## src/rtl/aurora_axi_rx_demux.sv

```systemverilog
// aurora_axi_rx_demux: fans the 32-bit Aurora RX stream out to ETHCOUNT per-channel FIFOs, rescaling both signed 16-bit lanes.
// Latency: 2 cycles from accepted input beat to output valid (scale stage register, then FIFO write).
// Backpressure: axis_s_tready drops while any unmasked FIFO holds more than FIFO_DEPTH-2 entries; the spare slot absorbs the staged beat.
// Optional feature: define AURORA_RX_DEMUX_SAT_EN for clamping and sat_cnt; otherwise lanes wrap and sat_cnt is 0.
module aurora_axi_rx_demux #(
  parameter int ETHCOUNT   = 4,
  parameter int FIFO_DEPTH = 4,
  parameter int SIM        = 0
) (
  input  logic                  clk,
  input  logic                  rstn,
  input  logic [1:0]            sel,
  input  logic [ETHCOUNT-1:0]   eth_mask,
  output logic                  axis_s_tready,
  input  logic [31:0]           axis_s_tdata,
  input  logic [3:0]            axis_s_tkeep,
  input  logic                  axis_s_tvalid,
  input  logic                  axis_s_tlast,
  input  logic [ETHCOUNT-1:0]   axis_m_tready,
  output logic [ETHCOUNT*32-1:0] axis_m_tdata,
  output logic [ETHCOUNT*4-1:0] axis_m_tkeep,
  output logic [ETHCOUNT-1:0]   axis_m_tvalid,
  output logic [ETHCOUNT-1:0]   axis_m_tlast,
  output logic                  frame_active,
  output logic [15:0]           sat_cnt
);

  localparam int AW = $clog2(FIFO_DEPTH);

  typedef enum logic {IDLE, FRAME} state_t;

  state_t              state_q, state_d;
  logic [ETHCOUNT-1:0] act_mask_q, act_mask_d;
  logic [1:0]          act_sel_q, act_sel_d;
  logic [ETHCOUNT-1:0] m;
  logic [1:0]          s_eff;
  logic [1:0]          sh;
  logic [ETHCOUNT-1:0] credit_ok;
  logic                accept;
  logic [17:0]         lane_w;
  logic [31:0]         scaled;

  logic                stg_vld_q;
  logic [31:0]         stg_dat_q;
  logic                stg_last_q;
  logic [ETHCOUNT-1:0] stg_wmask_q;

  logic                unused_tkeep;
  assign unused_tkeep = ^axis_s_tkeep;

  // Inside a frame the latched configuration rules; between frames the live inputs do.
  assign m      = (state_q == FRAME) ? act_mask_q : eth_mask;
  assign s_eff  = (state_q == FRAME) ? act_sel_q  : sel;
  assign sh     = (s_eff == 2'd3) ? 2'd0 : s_eff;
  assign axis_s_tready = &credit_ok;
  assign accept = axis_s_tvalid & axis_s_tready;
  assign frame_active = (state_q == FRAME);

  // State and frame-boundary configuration registers.
  always_ff @(posedge clk or negedge rstn) begin
    if (!rstn) begin
      state_q    <= IDLE;
      act_mask_q <= '0;
      act_sel_q  <= 2'd0;
    end else begin
      state_q    <= state_d;
      act_mask_q <= act_mask_d;
      act_sel_q  <= act_sel_d;
    end
  end

  // Next state: latch mask/sel on the first beat of a frame, leave FRAME on tlast.
  always_comb begin
    state_d    = state_q;
    act_mask_d = act_mask_q;
    act_sel_d  = act_sel_q;
    if (accept) begin
      case (state_q)
        IDLE: begin
          act_mask_d = eth_mask;
          act_sel_d  = sel;
          if (!axis_s_tlast) state_d = FRAME;
        end
        FRAME: begin
          if (axis_s_tlast) state_d = IDLE;
        end
        default: state_d = IDLE;
      endcase
    end
  end

`ifdef AURORA_RX_DEMUX_SAT_EN
  logic        any_sat;
  logic [15:0] sat_cnt_q;

  // Per-lane 18-bit shift, clamped to the signed 16-bit range.
  always_comb begin
    lane_w  = '0;
    scaled  = '0;
    any_sat = 1'b0;
    for (int l = 0; l < 2; l++) begin
      lane_w = {{2{axis_s_tdata[l*16+15]}}, axis_s_tdata[l*16 +: 16]} << sh;
      if (lane_w[17:15] != 3'b000 && lane_w[17:15] != 3'b111) begin
        any_sat = 1'b1;
        scaled[l*16 +: 16] = lane_w[17] ? 16'h8000 : 16'h7FFF;
      end else begin
        scaled[l*16 +: 16] = lane_w[15:0];
      end
    end
  end

  // Saturation event counter, sticky at all-ones.
  always_ff @(posedge clk or negedge rstn) begin
    if (!rstn)                               sat_cnt_q <= 16'd0;
    else if (accept && any_sat && sat_cnt_q != 16'hFFFF) sat_cnt_q <= sat_cnt_q + 16'd1;
  end
  assign sat_cnt = sat_cnt_q;
`else
  logic [1:0] unused_hi;

  // Per-lane shift; the low 16 bits are kept (two's-complement wrap).
  always_comb begin
    lane_w    = '0;
    scaled    = '0;
    unused_hi = '0;
    for (int l = 0; l < 2; l++) begin
      lane_w = {{2{axis_s_tdata[l*16+15]}}, axis_s_tdata[l*16 +: 16]} << sh;
      scaled[l*16 +: 16] = lane_w[15:0];
      unused_hi = unused_hi ^ lane_w[17:16];
    end
  end
  assign sat_cnt = 16'd0;
`endif

  // Scale stage: carries the beat plus the set of channels it must be written to.
  always_ff @(posedge clk or negedge rstn) begin
    if (!rstn) begin
      stg_vld_q   <= 1'b0;
      stg_dat_q   <= '0;
      stg_last_q  <= 1'b0;
      stg_wmask_q <= '0;
    end else begin
      stg_vld_q <= accept;
      if (accept) begin
        stg_dat_q   <= scaled;
        stg_last_q  <= axis_s_tlast;
        stg_wmask_q <= ~m;
      end
    end
  end

  for (genvar x = 0; x < ETHCOUNT; x++) begin : g_ch
    logic [32:0]   mem_q [FIFO_DEPTH];
    logic [AW-1:0] wptr_q, rptr_q;
    logic [AW:0]   cnt_q;
    logic          push, pop, vld;

    assign vld  = (cnt_q != '0);
    assign push = stg_vld_q & stg_wmask_q[x];
    assign pop  = vld & axis_m_tready[x];
    assign credit_ok[x] = (32'(cnt_q) <= FIFO_DEPTH - 2) | m[x];

    // FIFO storage; contents need no reset because valid gates the outputs.
    always_ff @(posedge clk) begin
      if (push) mem_q[wptr_q] <= {stg_last_q, stg_dat_q};
    end

    // Pointers wrap naturally at the power-of-two depth.
    always_ff @(posedge clk or negedge rstn) begin
      if (!rstn) begin
        wptr_q <= '0;
        rptr_q <= '0;
        cnt_q  <= '0;
      end else begin
        if (push) wptr_q <= wptr_q + 1'b1;
        if (pop)  rptr_q <= rptr_q + 1'b1;
        case ({push, pop})
          2'b10:   cnt_q <= cnt_q + 1'b1;
          2'b01:   cnt_q <= cnt_q - 1'b1;
          default: cnt_q <= cnt_q;
        endcase
      end
    end

    assign axis_m_tvalid[x]         = vld;
    assign axis_m_tdata[x*32 +: 32] = vld ? mem_q[rptr_q][31:0] : 32'd0;
    assign axis_m_tlast[x]          = vld & mem_q[rptr_q][32];
    assign axis_m_tkeep[x*4 +: 4]   = vld ? 4'hF : 4'h0;

    if (SIM != 0) begin : g_sim_chk
      a_no_overflow: assert property (@(posedge clk) disable iff (!rstn)
        !(push && 32'(cnt_q) == FIFO_DEPTH))
        else $error("channel %0d FIFO written while full", x);
    end
  end

endmodule

```

## config.mk

```make
export PLATFORM = sky130hd
export DESIGN_NAME = aurora_axi_rx_demux
export DESIGN_NICKNAME = d
export VERILOG_FILES = /design/src/rtl/aurora_axi_rx_demux.sv
export SDC_FILE = /design/constraint.sdc
export NUM_CORES = 1
export LEC_CHECK = 0
export BUFFER_PORTS_ARGS = -buffer_cell sky130_fd_sc_hd__buf_2
export CAP_MARGIN = 20
export CORE_MARGIN = 1.5
export CORE_UTILIZATION = 55
export CTS_CLUSTER_SIZE = 14
export DETAILED_ROUTE_END_ITERATION = 6
export PLACE_DENSITY = 0.82
export SLEW_MARGIN = 20
export SYNTH_ARGS = -nofsm -noshare
export SYNTH_HDL_FRONTEND = slang
export SYNTH_SLANG_ARGS = --single-unit
```

## constraint.sdc

```tcl
create_clock -name clk -period 3.2 [get_ports clk]
set_input_delay 0.48 -clock clk [delete_from_list [all_inputs] [get_ports clk]]
set_output_delay 0.48 -clock clk [all_outputs]
set_load 0.01 [all_outputs]
```

==> results.cfg <==
[logic_synthesis]
syn_area_mm2 = 0.0241
synthXorXnorAreaFrac = 0.00945
muxShareOfSynthArea = 0.148
synth_top_family_by_area = multiplexers
synth_area_per_cell_um2 = 19.8
synth_common_cells = edfxtp_1, and2_1, mux4_2
synth_edf_count = 528
synthSimpleGateAreaFrac = 0.0462
yosys-top-cells-area = edfxtp_1, mux4_2, dfrtp_1, and2_1, buf_4
async_flop_share = 0.121
ys_ff_latch = 601
synthFlopType = edfxtp_1
synth_cell_types = 34
synth_compound_area_frac = 0.0156
yosysTopAreaCellShare = 0.658
syn_inst = 1216
ys_seq_area_frac = 0.734
synth_top_cell_by_area = edfxtp_1
synth-adder-area-share = 0.0137
yosys_warnings = 0
yosysMostFrequentCell = edfxtp_1

[detailed_routing]
drc = 0
drt_iter0_markers = 1201
wl_per_cell_um = 25.7
dr.pass1.iters = 6
vias = 12100
routed_wl_mm = 53.0
ant_nets = 0
via_per_inst = 5.87

[power_and_ir_drop]
power_density_mw_per_mm2 = 968
vdd_drop_max_uv = 830
leakagePower_nw = 9.82
p_total_mw = 26.8

[setup_path]
startpoint_type = register
r2r-end = g_ch[2].cnt_q[2]
path_cells = buf_12, mux4_2, and2_1, buf_2
critPathTopFamily = flip-flops
critPathBufInv = 2
cpMaxStageDelayCell = dfrtp_2
worstPathRequired_ps = 2720
crit_path_max_incr_delay_ps = 740
crit_fanout = 21
r2r_cells = 8
worstSetupPathType = register to output port
reg2reg_slack_ps = 770
end_kind = output port
cp.arrival_ps = 2510
r2r_start = g_ch[2].cnt_q[0]

[die]
start_util = 0.558
core_area_mm2 = 0.0432
ios = 220
die_h_um = 212
dieArea_mm2 = 0.0451
fp-row-count = 76
die_x_um = 212

[sta]
fin_crit_ps = 2990
fin_skew_ps = 21.5
drv_slew = 0
min_period_over_period = 0.933
max_freq_mhz = 335
finalWorstSetupSlack_ps = 213
worst_pin_slew_ps = 1040
slew_headroom = 0.305
finalHoldViolCount = 0
grt_setup_unrepaired = false
setup_tns_ps = 0
finalSetupViolations = 0

[min_path]
hold_path_class = input pin to async pin

[global_route]
grt_max_degree = 74
grt_pass1_vias = 12500
grt_usage = 0.242
antenna_found_initial = 5
grt-ovfl-total = 0
grt_pass1_wl_mm = 78.3

[cells_and_area]
fin_area_mm2 = 0.0277
drive_gt1_frac = 0.330
nets = 1501
post-route-util = 0.640
layout-area-overhead-vs-synth_pct = 14.8

[clocking]
htree_levels = 2
cts_buffers = 57
cts_sinks = 601
clockRootBuffer = clkbuf_16
cts.clk_slew.worst_paths_ps = 60
postCtsSetupBuffers = 0
cts-resized-gates = 0
worstSkewPairLatency_ps = 610
cts-hold-fix-buffers = 0
ctsLongestPathBuffers = 3
cts_tree = yes

[placement]
place_area_mm2 = 0.0257
pre_cts_slack_ps = 782
hpwl_mm = 32.1
gp_congestion = 0.850
portBuffers = 199

[outcome]
status = finished clean

[job]
cap_viol_max_count = 0
## how the worst max path moves through the flow
stage,start,to,cells after the start
finish,g_ch[3].rptr_q[0],axis_m_tdata[125],4
global route,g_ch[3].rptr_q[0],axis_m_tdata[125],4
CTS,g_ch[3].rptr_q[0],axis_m_tdata[125],4
detailed placement,g_ch[3].rptr_q[0],axis_m_tdata[125],4
global placement,g_ch[3].rptr_q[0],axis_m_tdata[125],4
floorplan,stg_vld_q,g_ch[1].mem_q[0][0],3
## area by class of cell
type                    instances  area (µm²)
multi-input cells             474        5700
diodes                          3        7.51
inverters                      57         214
well taps                     585         732
repair buffers                236        1390
flip-flops and latches        601       17700
clock inverters                30         343
clock buffers                  78        1580
fillers                      2936       15500
## per-stage QoR
step,std cells,hold slack (ps)
final,2064,27.5
after global routing,2062,102
after CTS,2061,48.2
after detailed placement,1953,470
after global placement,1953,470
after floorplan,1231,184
## where the power goes
group | switching (mW) | total, mW | internal [mW]
Sequential | 1.53 | 11.8 | 10.3
Clock | 2.83 | 6.84 | 4.02
Combinational | 4.27 | 8.15 | 3.88
## cells in the final DEF (no fill, tap or decap), drive strengths merged, types with 3 or more instances in the layout
| cell type | instances |
|---|---|
| nand2 | 14 |
| nor2 | 5 |
| dfrtp | 73 |
| mux4 | 132 |
| a222oi | 26 |
| and2 | 136 |
| diode | 3 |
| or3 | 4 |
| xor2 | 14 |
| inv | 58 |
| bufinv | 7 |
| ha | 20 |
| and3 | 16 |
| mux2 | 29 |
| edfxtp | 528 |
| conb | 16 |
| xnor2 | 12 |
| clkbuf | 78 |
| clkinv | 21 |
| a21oi | 6 |
| buf | 236 |
| fa | 4 |
| mux2i | 26 |
## layer usage
metal | part of all wire | global-route usage | up-vias
li1 | - | - | 5132
met5 | 0 | 0 | -
met3 | 0.10 | 0.0579 | 74
met4 | 0.022 | 0.0712 | 0
met2 | 0.49 | 0.393 | 633
met1 | 0.39 | 0.330 | 6282
## logic make-up after synthesis
logic type / count (synthesis)
flops: 601
mux: 187
simple gates: 181
buf+inv: 156
compound gates: 40
xor+xnor: 26
fa+ha+maj: 24
other cells: 1
## sequential cells by signal, indices dropped and copies added (netlist names), 2 cells and up
signal / count
g_ch.mem_q: 528
stg_dat_q: 32
g_ch.cnt_q: 12
g_ch.rptr_q: 8
g_ch.wptr_q: 8
act_mask_q: 4
stg_wmask_q: 4
act_sel_q: 2
(Power assumes the default switching activity.)
